### src/rtl/i2c_temp_poll_ctrl_if.sv
// Command/status bus between the temperature poll sequencer and I2C_Master.
//   master modport : sequencer side (drives go and command fields, reads status)
//   slave modport  : I2C_Master side
interface i2c_temp_poll_ctrl_if;
  logic       go;
  logic       rw;
  logic [5:0] N_Byte;
  logic [6:0] dev_add;
  logic [7:0] R_Pointer;
  logic [7:0] dwr_DataWriteReg;
  logic       done;
  logic       ready;
  logic [7:0] drd_lcdData;
  logic       ack_e;

  modport master (
    output go, rw, N_Byte, dev_add, R_Pointer, dwr_DataWriteReg,
    input  done, ready, drd_lcdData, ack_e
  );

  modport slave (
    input  go, rw, N_Byte, dev_add, R_Pointer, dwr_DataWriteReg,
    output done, ready, drd_lcdData, ack_e
  );
endinterface

### src/rtl/i2c_temp_poll_ctrl.sv
// Temperature sensor poll sequencer for I2C_Master.
// Issues a 2-byte read of TEMP_REG every POLL_CYCLES clocks, captures the
// bytes on the master's ready strobe and presents {MSB, LSB} on temp_data
// with a one-cycle temp_valid pulse. NACKs seen during a transaction are
// reported on nack_err; a master that never accepts go sets timeout_err.
//
// Ports:
//   clk, reset   : clock, synchronous active-high reset
//   poll_en      : enables polling; block idles after current transaction when low
//   bus (master) : go/rw/N_Byte/dev_add/R_Pointer/dwr_DataWriteReg out,
//                  done/ready/drd_lcdData/ack_e in
//   temp_data    : last good reading {MSB, LSB}
//   temp_valid   : one-cycle pulse when temp_data updates
//   nack_err     : last transaction saw a NACK
//   timeout_err  : sticky, master failed to accept go in time
//
// Build option: TEMP_CFG_WRITE_EN -- one write of CFG_VAL to CFG_REG after
// reset, before polling starts.
module i2c_temp_poll_ctrl #(
  parameter int unsigned POLL_CYCLES = 50_000_000,
  parameter int unsigned ACC_TIMEOUT = 1_000_000,
  parameter logic [6:0]  DEV_ADDR    = 7'h48,
  parameter logic [7:0]  TEMP_REG    = 8'h00,
  parameter logic [7:0]  CFG_REG     = 8'h01,
  parameter logic [7:0]  CFG_VAL     = 8'h60
) (
  input  logic                        clk,
  input  logic                        reset,
  input  logic                        poll_en,
  i2c_temp_poll_ctrl_if.master        bus,
  output logic [15:0]                 temp_data,
  output logic                        temp_valid,
  output logic                        nack_err,
  output logic                        timeout_err
);

`ifdef TEMP_CFG_WRITE_EN
  localparam bit CFG_WRITE = 1'b1;
`else
  localparam bit CFG_WRITE = 1'b0;
`endif

  localparam logic [25:0] POLL_LAST = 26'(POLL_CYCLES - 1);
  localparam logic [19:0] TO_LAST   = 20'(ACC_TIMEOUT - 1);

  // CFG_* states are unreachable when CFG_WRITE is 0 and are pruned.
  typedef enum logic [3:0] {
    INIT, CFG_GO, CFG_ACPT, CFG_BUSY, POLL_WAIT,
    RD_GO, RD_ACPT, RD_BUSY, RD_DONE
  } state_t;

  state_t      state, state_n;
  logic [25:0] pcnt;
  logic [19:0] tcnt;
  logic [1:0]  idx;
  logic [7:0]  msb, lsb;
  logic        nack_lat;
  logic        poll_hit, to_hit, in_acpt;

  assign poll_hit = (pcnt == POLL_LAST);
  assign to_hit   = (tcnt == TO_LAST);
  assign in_acpt  = (state == CFG_ACPT) || (state == RD_ACPT);

  always_ff @(posedge clk) begin
    if (reset) state <= INIT;
    else       state <= state_n;
  end

  always_comb begin
    state_n = state;
    case (state)
      INIT:      if (bus.done) state_n = CFG_WRITE ? CFG_GO : POLL_WAIT;
      CFG_GO:    state_n = CFG_ACPT;
      CFG_ACPT:  if (!bus.done) state_n = CFG_BUSY;
                 else if (to_hit) state_n = POLL_WAIT;
      CFG_BUSY:  if (bus.done) state_n = POLL_WAIT;
      POLL_WAIT: if (poll_hit && poll_en) state_n = RD_GO;
      RD_GO:     state_n = RD_ACPT;
      RD_ACPT:   if (!bus.done) state_n = RD_BUSY;
                 else if (to_hit) state_n = POLL_WAIT;
      RD_BUSY:   if (bus.done) state_n = RD_DONE;
      RD_DONE:   state_n = POLL_WAIT;
      default:   state_n = INIT;
    endcase
  end

  always_ff @(posedge clk) begin
    if (reset) begin
      bus.go               <= 1'b0;
      bus.rw               <= 1'b0;
      bus.N_Byte           <= '0;
      bus.dev_add          <= DEV_ADDR;
      bus.R_Pointer        <= '0;
      bus.dwr_DataWriteReg <= '0;
      temp_data            <= '0;
      temp_valid           <= 1'b0;
      nack_err             <= 1'b0;
      timeout_err          <= 1'b0;
      pcnt                 <= '0;
      tcnt                 <= '0;
      idx                  <= '0;
      msb                  <= '0;
      lsb                  <= '0;
      nack_lat             <= 1'b0;
    end else begin
      temp_valid <= 1'b0;
      // Poll counter runs only in POLL_WAIT and parks at terminal count
      // while poll_en is low, so re-enabling starts a read immediately.
      pcnt <= (state == POLL_WAIT) ? (poll_hit ? pcnt : pcnt + 26'd1) : '0;
      tcnt <= in_acpt ? tcnt + 20'd1 : '0;

      case (state)
        CFG_GO: begin
          bus.rw               <= 1'b0;
          bus.N_Byte           <= 6'd1;
          bus.R_Pointer        <= CFG_REG;
          bus.dwr_DataWriteReg <= CFG_VAL;
          bus.go               <= 1'b1;
          nack_lat             <= 1'b0;
        end
        CFG_ACPT, RD_ACPT: begin
          if (!bus.done) begin
            bus.go <= 1'b0;
          end else if (to_hit) begin
            bus.go      <= 1'b0;
            timeout_err <= 1'b1;
          end
        end
        CFG_BUSY: begin
          nack_lat <= nack_lat | bus.ack_e;
          if (bus.done) nack_err <= nack_lat | bus.ack_e;
        end
        RD_GO: begin
          bus.rw        <= 1'b1;
          bus.N_Byte    <= 6'd2;
          bus.R_Pointer <= TEMP_REG;
          bus.go        <= 1'b1;
          idx           <= '0;
          nack_lat      <= 1'b0;
        end
        RD_BUSY: begin
          nack_lat <= nack_lat | bus.ack_e;
          if (bus.ready) begin
            if (idx == 2'd0) msb <= bus.drd_lcdData;
            if (idx == 2'd1) lsb <= bus.drd_lcdData;
            if (idx != 2'd2) idx <= idx + 2'd1;
          end
        end
        RD_DONE: begin
          nack_err <= nack_lat;
          if (!nack_lat && idx == 2'd2) begin
            temp_data  <= {msb, lsb};
            temp_valid <= 1'b1;
          end
        end
        default: ;
      endcase
    end
  end

endmodule

### src/flat_wrapper.sv
// flat-port wrapper written by rule: the top's interface ports become plain ports
module i2c_temp_poll_ctrl_flat 
#(
  parameter int unsigned POLL_CYCLES = 50_000_000,
  parameter int unsigned ACC_TIMEOUT = 1_000_000,
  parameter logic [6:0]  DEV_ADDR    = 7'h48,
  parameter logic [7:0]  TEMP_REG    = 8'h00,
  parameter logic [7:0]  CFG_REG     = 8'h01,
  parameter logic [7:0]  CFG_VAL     = 8'h60
)
  (clk, reset, poll_en, temp_data, temp_valid, nack_err, timeout_err, bus_go, bus_rw, bus_N_Byte, bus_dev_add, bus_R_Pointer, bus_dwr_DataWriteReg, bus_done, bus_ready, bus_drd_lcdData, bus_ack_e);
  i2c_temp_poll_ctrl_if bus_i ();
  input  logic clk;
  input  logic reset;
  input  logic poll_en;
  output logic [15:0] temp_data;
  output logic temp_valid;
  output logic nack_err;
  output logic timeout_err;
  output wire logic [$bits(bus_i.go)-1:0] bus_go;
  output wire logic [$bits(bus_i.rw)-1:0] bus_rw;
  output wire logic [$bits(bus_i.N_Byte)-1:0] bus_N_Byte;
  output wire logic [$bits(bus_i.dev_add)-1:0] bus_dev_add;
  output wire logic [$bits(bus_i.R_Pointer)-1:0] bus_R_Pointer;
  output wire logic [$bits(bus_i.dwr_DataWriteReg)-1:0] bus_dwr_DataWriteReg;
  input wire logic [$bits(bus_i.done)-1:0] bus_done;
  input wire logic [$bits(bus_i.ready)-1:0] bus_ready;
  input wire logic [$bits(bus_i.drd_lcdData)-1:0] bus_drd_lcdData;
  input wire logic [$bits(bus_i.ack_e)-1:0] bus_ack_e;
  assign bus_go = bus_i.go;
  assign bus_rw = bus_i.rw;
  assign bus_N_Byte = bus_i.N_Byte;
  assign bus_dev_add = bus_i.dev_add;
  assign bus_R_Pointer = bus_i.R_Pointer;
  assign bus_dwr_DataWriteReg = bus_i.dwr_DataWriteReg;
  assign bus_i.done = bus_done;
  assign bus_i.ready = bus_ready;
  assign bus_i.drd_lcdData = bus_drd_lcdData;
  assign bus_i.ack_e = bus_ack_e;
  i2c_temp_poll_ctrl #(.POLL_CYCLES(POLL_CYCLES), .ACC_TIMEOUT(ACC_TIMEOUT), .DEV_ADDR(DEV_ADDR), .TEMP_REG(TEMP_REG), .CFG_REG(CFG_REG), .CFG_VAL(CFG_VAL)) u_core (.clk(clk), .reset(reset), .poll_en(poll_en), .bus(bus_i), .temp_data(temp_data), .temp_valid(temp_valid), .nack_err(nack_err), .timeout_err(timeout_err));
endmodule
### config.mk
export PLATFORM = sky130hd
export DESIGN_NAME = i2c_temp_poll_ctrl_flat
export DESIGN_NICKNAME = d
export VERILOG_FILES = /design/src/rtl/i2c_temp_poll_ctrl_if.sv /design/src/rtl/i2c_temp_poll_ctrl.sv /design/src/flat_wrapper.sv
export SDC_FILE = /design/constraint.sdc
export NUM_CORES = 1
export LEC_CHECK = 0
export ABC_CLOCK_PERIOD_IN_PS = 2080
export BUFFER_PORTS_ARGS = -buffer_cell sky130_fd_sc_hd__buf_4
export CAP_MARGIN = 20
export CELL_PAD_IN_SITES_DETAIL_PLACEMENT = 0
export CELL_PAD_IN_SITES_GLOBAL_PLACEMENT = 1
export CORE_ASPECT_RATIO = 0.5
export CORE_UTILIZATION = 43
export DETAILED_ROUTE_END_ITERATION = 6
export PLACE_DENSITY_LB_ADDON = 0.1
export SKIP_CTS_REPAIR_TIMING = 1
export SYNTH_ARGS = -nofsm -noshare
export SYNTH_HDL_FRONTEND = slang
export SYNTH_SLANG_ARGS = --single-unit
### constraint.sdc
create_clock -name clk -period 2.08 [get_ports clk]
set_input_delay 0.208 -clock clk [delete_from_list [all_inputs] [get_ports clk]]
set_output_delay 0.208 -clock clk [all_outputs]
set_load 0.005 [all_outputs]
; After elaboration in Yosys (flattened, before gate mapping)
; Cells that the tools add are included.
; W data, S select, Z words.
[classes]
n_addsub = 3
n_eq_ne = 20
muxes = 20
bitwise_logic = 4
n_reduce_logical = 26
[op_table]
columns = operator, count
row1 = $pmux W4 S8, 1
row2 = $add A26 B1 Y26 const B, 1
row3 = $eq A26 B26 Y1 const B, 1
row4 = $mux W4, 6
row5 = $add A20 B1 Y20 const B, 1
row6 = $eq A20 B20 Y1 const B, 1
row7 = $eq A4 B3 Y1 const B, 4
row8 = $pmux W8 S2, 1
row9 = $reduce_and A3 Y1, 5
row10 = $reduce_or A2 Y1, 7
row11 = $pmux W6 S2, 1
row12 = $reduce_bool A2 Y1, 5
row13 = $eq A4 B2 Y1 const B, 2
row14 = $ne A2 B2 Y1 const B, 4
row15 = $pmux W1 S2, 4
row16 = $ne A2 B1 Y1 const B, 3
row17 = $reduce_and A2 Y1, 3
row18 = $eq A4 B1 Y1 const B, 1
row19 = $eq A4 B4 Y1 const B, 1
row20 = $logic_not A4 Y1, 1
row21 = $mux W1, 4
row22 = $mux W2, 2
row23 = $pmux W2 S2, 1
row24 = $ne A3 B2 Y1 const B, 1
row25 = 9 further kinds, 12
[word_totals]
register_bits = 105
input_bits = 14
out_inout_bits = 50

; Depth between registers and ports, before layout
[logic_depth]
word_depth = 4
ltp_mapped = 7
ltp_nobuf = 5

; Worst setup path before layout
; No wires, ideal clock.
[synth_timing]
path_type = register -> register
startpoint = register u_core.state[1]
endpoint = register u_core.temp_data[10]
arrival_ps = 1689
path_slack_ps = 263
stages_incl_launch_ff = 7
n_path_buf = 2
synth_period_minus_slack_ps = 1817
path_cell_list = dfxtp_1 -> or3b_4 -> or4b_4 -> buf_6 -> buf_6 -> mux2i_1 -> nor2_1
[synth_via]
elab_chain_len = 2
[synth_lines]
columns = element, line
row1 = start: declaration, i2c_temp_poll_ctrl.sv:52  ; state_t state, state_n;
row2 = start signal: assignment, i2c_temp_poll_ctrl.sv:66  ; else state <= state_n;
row3 = $eq A4 B4 Y1, i2c_temp_poll_ctrl.sv:112  ; case (state)
row4 = $reduce_and A2 Y1 (no line), -
row5 = end signal: assignment, i2c_temp_poll_ctrl.sv:152  ; temp_data <= {msb, lsb};
row6 = end: declaration, i2c_temp_poll_ctrl.sv:31  ; output logic [15:0] temp_data,
; No other way between the ends.
; A chain may end at the register's enable or synchronous reset.

; Worst setup path in the final report
[layout_timing]
startpoint = register u_core.state[0]
endpoint = register u_core.temp_data[2]
; Same word-level chain as after synthesis.

==> impl_results.md <==
* First-pass DRT Iterations at 4
* Setup_tns at 0 ns
* Post-synthesis sequential area ratio at 43.76%
* Commonest cells post-synth: 92 x dfxtp_1, 60 x nor2_1, 34 x mux2i_1
* CTS Buf Count at 9
* Initial antenna violation count at 0
* Core ar. at 0.009478 mm²
* RSZ-0062 raised after global routing: no
* Critical Path AT at 2.04 ns
* Rows at 25
* Final worst slack at 0.2603 ns
* DP Worst Slack at 0.2567 ns
* Antenna cells at 0
* Wire length per cell at 13.11 µm
* Yosys top cell by area: dfxtp_1
* EDFF count, synth at 0
* FMAX at 549.5 MHz
* Sequential Area at 0.001842 mm²
* Worst Path Max Fanout at 17
* H-tree depth at 3
* Worst-Skew Late Latency at 0.35 ns
* P_leak at 0.002012 µW
* Reg-to-Reg End: u_core.temp_data[2]
* Worst-case reg-to-reg path depth at 4
* Die Ht at 71.96 µm
* Final setup viols at 0
* First-pass GRT wire length at 14230 µm
* Hold slack at 0.1075 ns
* # port buffers at 39
* Crit Path Class: register to register
* Primary FF master, synth: dfxtp_1
* Total number of vias at 3325
* Share of the synthesized area in the top cell type at 43.76%
* Most frequent cell after synthesis: dfxtp_1
* Synth-to-Final Area Change at 16.35%
* Number of global-route vias before repair at 2972
* Outcome: finished, final reports clean
* Layout cells sized above 1 at 15.73%
* Internal power at 2848 µW
* Synth unique cells at 53
* Die ar. at 0.01021 mm²
* Clock share of power at 48.6%
* Max-Cap Viols at 0
* Number of clock sinks at 92
* Syn Area/Cell at 8.955 µm²
* WP data required at 2.30 ns
* PD cells at 736.3 mW/mm²
* Max Clock Skew at 0.009937 ns
* Initial Utilization at 44.41%
* HPWL after DPL at 5814 µm
* I/O pins at 64
* Worst Max-Slew Pin Slew at 0.5571 ns
* Origin of the worst setup path: u_core.state[0]
* Crit. End Element: register
* Switching pwr at 757.5 µW
* Final period utilization at 87.49%
* Pins over their slew limit at 0
* Worst Setup EP: u_core.temp_data[2]
* Vias/cell at 5.115
* Mapped Area at 0.004209 mm²
* GR Util All Layers at 17.73%
* Largest net degree at the start of global routing at 45
* Switching portion of total power at 21.01%
* RePlAce Congestion at 0.7789
* Nets at 529
* Grt ovf at 0
* WL final at 8519 µm
* Root buf cell: clkbuf_16
* Fin. Hold Viols at 0
* Peak supply drop at 475.6 µV
* Gate Count Post-Synth at 470
* Worst min path class: input port to register
* Reg2Reg Setup Slack at 0.26 ns
* Width of the die at 141.9 µm
* Main area contributors after synthesis: dfxtp_1 44%, mux2i_1 8.1%, nor2_1 5.4%, buf_4 5.0%, a21oi_1 3.7%
* Clock Path Buffers at 2
* Filler cell count in the final layout at 925
* Warnings, synthesis at 0
* Slew margin rel. at 62.51%
* Reg clk slew, reported paths at 0.07 ns
* Comb power frac at 2.3%
* #FFs+latches synth at 92
* Post-route ant nets at 0
* DRT iter0 DRCs at 150
* Fin crit period at 1.820 ns
* Startpoint type of the worst setup path: register
* Area occupied by multi-input gates at 0.002088 mm²
* Worst r2r src: u_core.state[0]
* Sequential power share at 49.0%
* Residual DRC at 0
* Async SR Flop Fraction at 0%
* CTS tree: built
[stage by stage]
stage               total power, µW  instances  util [%]  area [µm²]
detailed placement             1892        634     48.32        4579
finish                         3606        650     51.67        4897
floorplan                      1884        492         -        4292
global placement               1892        634     48.32        4579
global route                   3742        650     51.67        4897
CTS                            3654        650     51.67        4897
[cell type report]
class | count | area share (%)
multi-input cells | 336 | 42.64
flip-flops and latches | 92 | 37.61
repair buffers | 57 | 8.738
clock buffers | 10 | 4.676
well taps | 135 | 3.449
clock inverters | 6 | 1.814
inverters | 14 | 1.073
[registers in the layout (all words and copies together), names as in the netlist, 2 cells and up]
name / cells
u_core.bus.N_Byte: 2
u_core.state: 4
u_core.temp_data: 16
u_core.lsb: 8
u_core.idx: 2
u_core.pcnt: 26
u_core.msb: 8
u_core.tcnt: 20
[worst min path at each step]
stage	startpoint	endpoint	slack, ns	depth (start not counted)
after floorplan	bus_done	u_core.state[1]	0.32	1
after global placement	u_core.timeout_err	u_core.timeout_err	0.44	2
after detailed placement	u_core.timeout_err	u_core.timeout_err	0.45	2
after CTS	bus_drd_lcdData[5]	u_core.msb[5]	0.1	3
after global routing	bus_drd_lcdData[6]	u_core.msb[6]	0.1	3
final	bus_drd_lcdData[5]	u_core.msb[5]	0.11	3
[power groups by stage]
stage / clock [µW] / combinational [µW] / sequential, µW
2_1_floorplan: 0 / 78.3 / 1810
3_3_place_gp: 0 / 83.6 / 1810
3_5_place_dp: 0 / 83.5 / 1810
4_1_cts: 1800 / 83.4 / 1770
5_1_grt: 1880 / 93.5 / 1770
6_report: 1750 / 83.0 / 1770
[layout by cell type (no fill, tap or decap), types with 4 or more instances in the layout]
cell type and count:
a21oi_1 31, a31oi_1 4, and3_1 7, and4_1 8, buf_4 57, clkbuf_16 9
conb_1 24, dfxtp_1 92, ha_1 5, inv_1 14, mux2i_1 34, nand2_1 21
nand3_1 20, nand4_1 17, nor2_1 60, nor4_1 4, o21ai_0 17, o31ai_1 8
or3_1 10, or4_1 9, xnor2_1 5, xor2_1 10
[critical path, stage by stage, from the launching register on]
cell	delay, ns
dfxtp_1	0.31
or3b_4	0.41
or4b_4	0.70
mux2i_1	0.22
nor2_1	0.05
[cell families (layout without fill, tap and decap cells)]
logic type	count (synthesis)	count (layout)	share of synthesized area, %
and+or+nand+nor	177	177	22.86
DFF	92	92	43.76
AOI/OAI and AO/OA	79	79	11.39
buffers and inverters	64	87	8.591
muxes	36	36	8.621
xor gates and xnor gates	15	15	3.121
adders and majority gates	5	5	1.486
other	2	24	0.1784
[routing by layer]
metal / global-route usage [%] / wire length (µm) / up-vias
met1: 22.53 / 4181 / 1560
met4: 6.093 / 100 / 0
met2: 29.12 / 3941 / 50
li1: - / - / 1705
met3: 5.215 / 295 / 10
met5: 0 / 0 / -
Power figures use the tool's default switching activity.
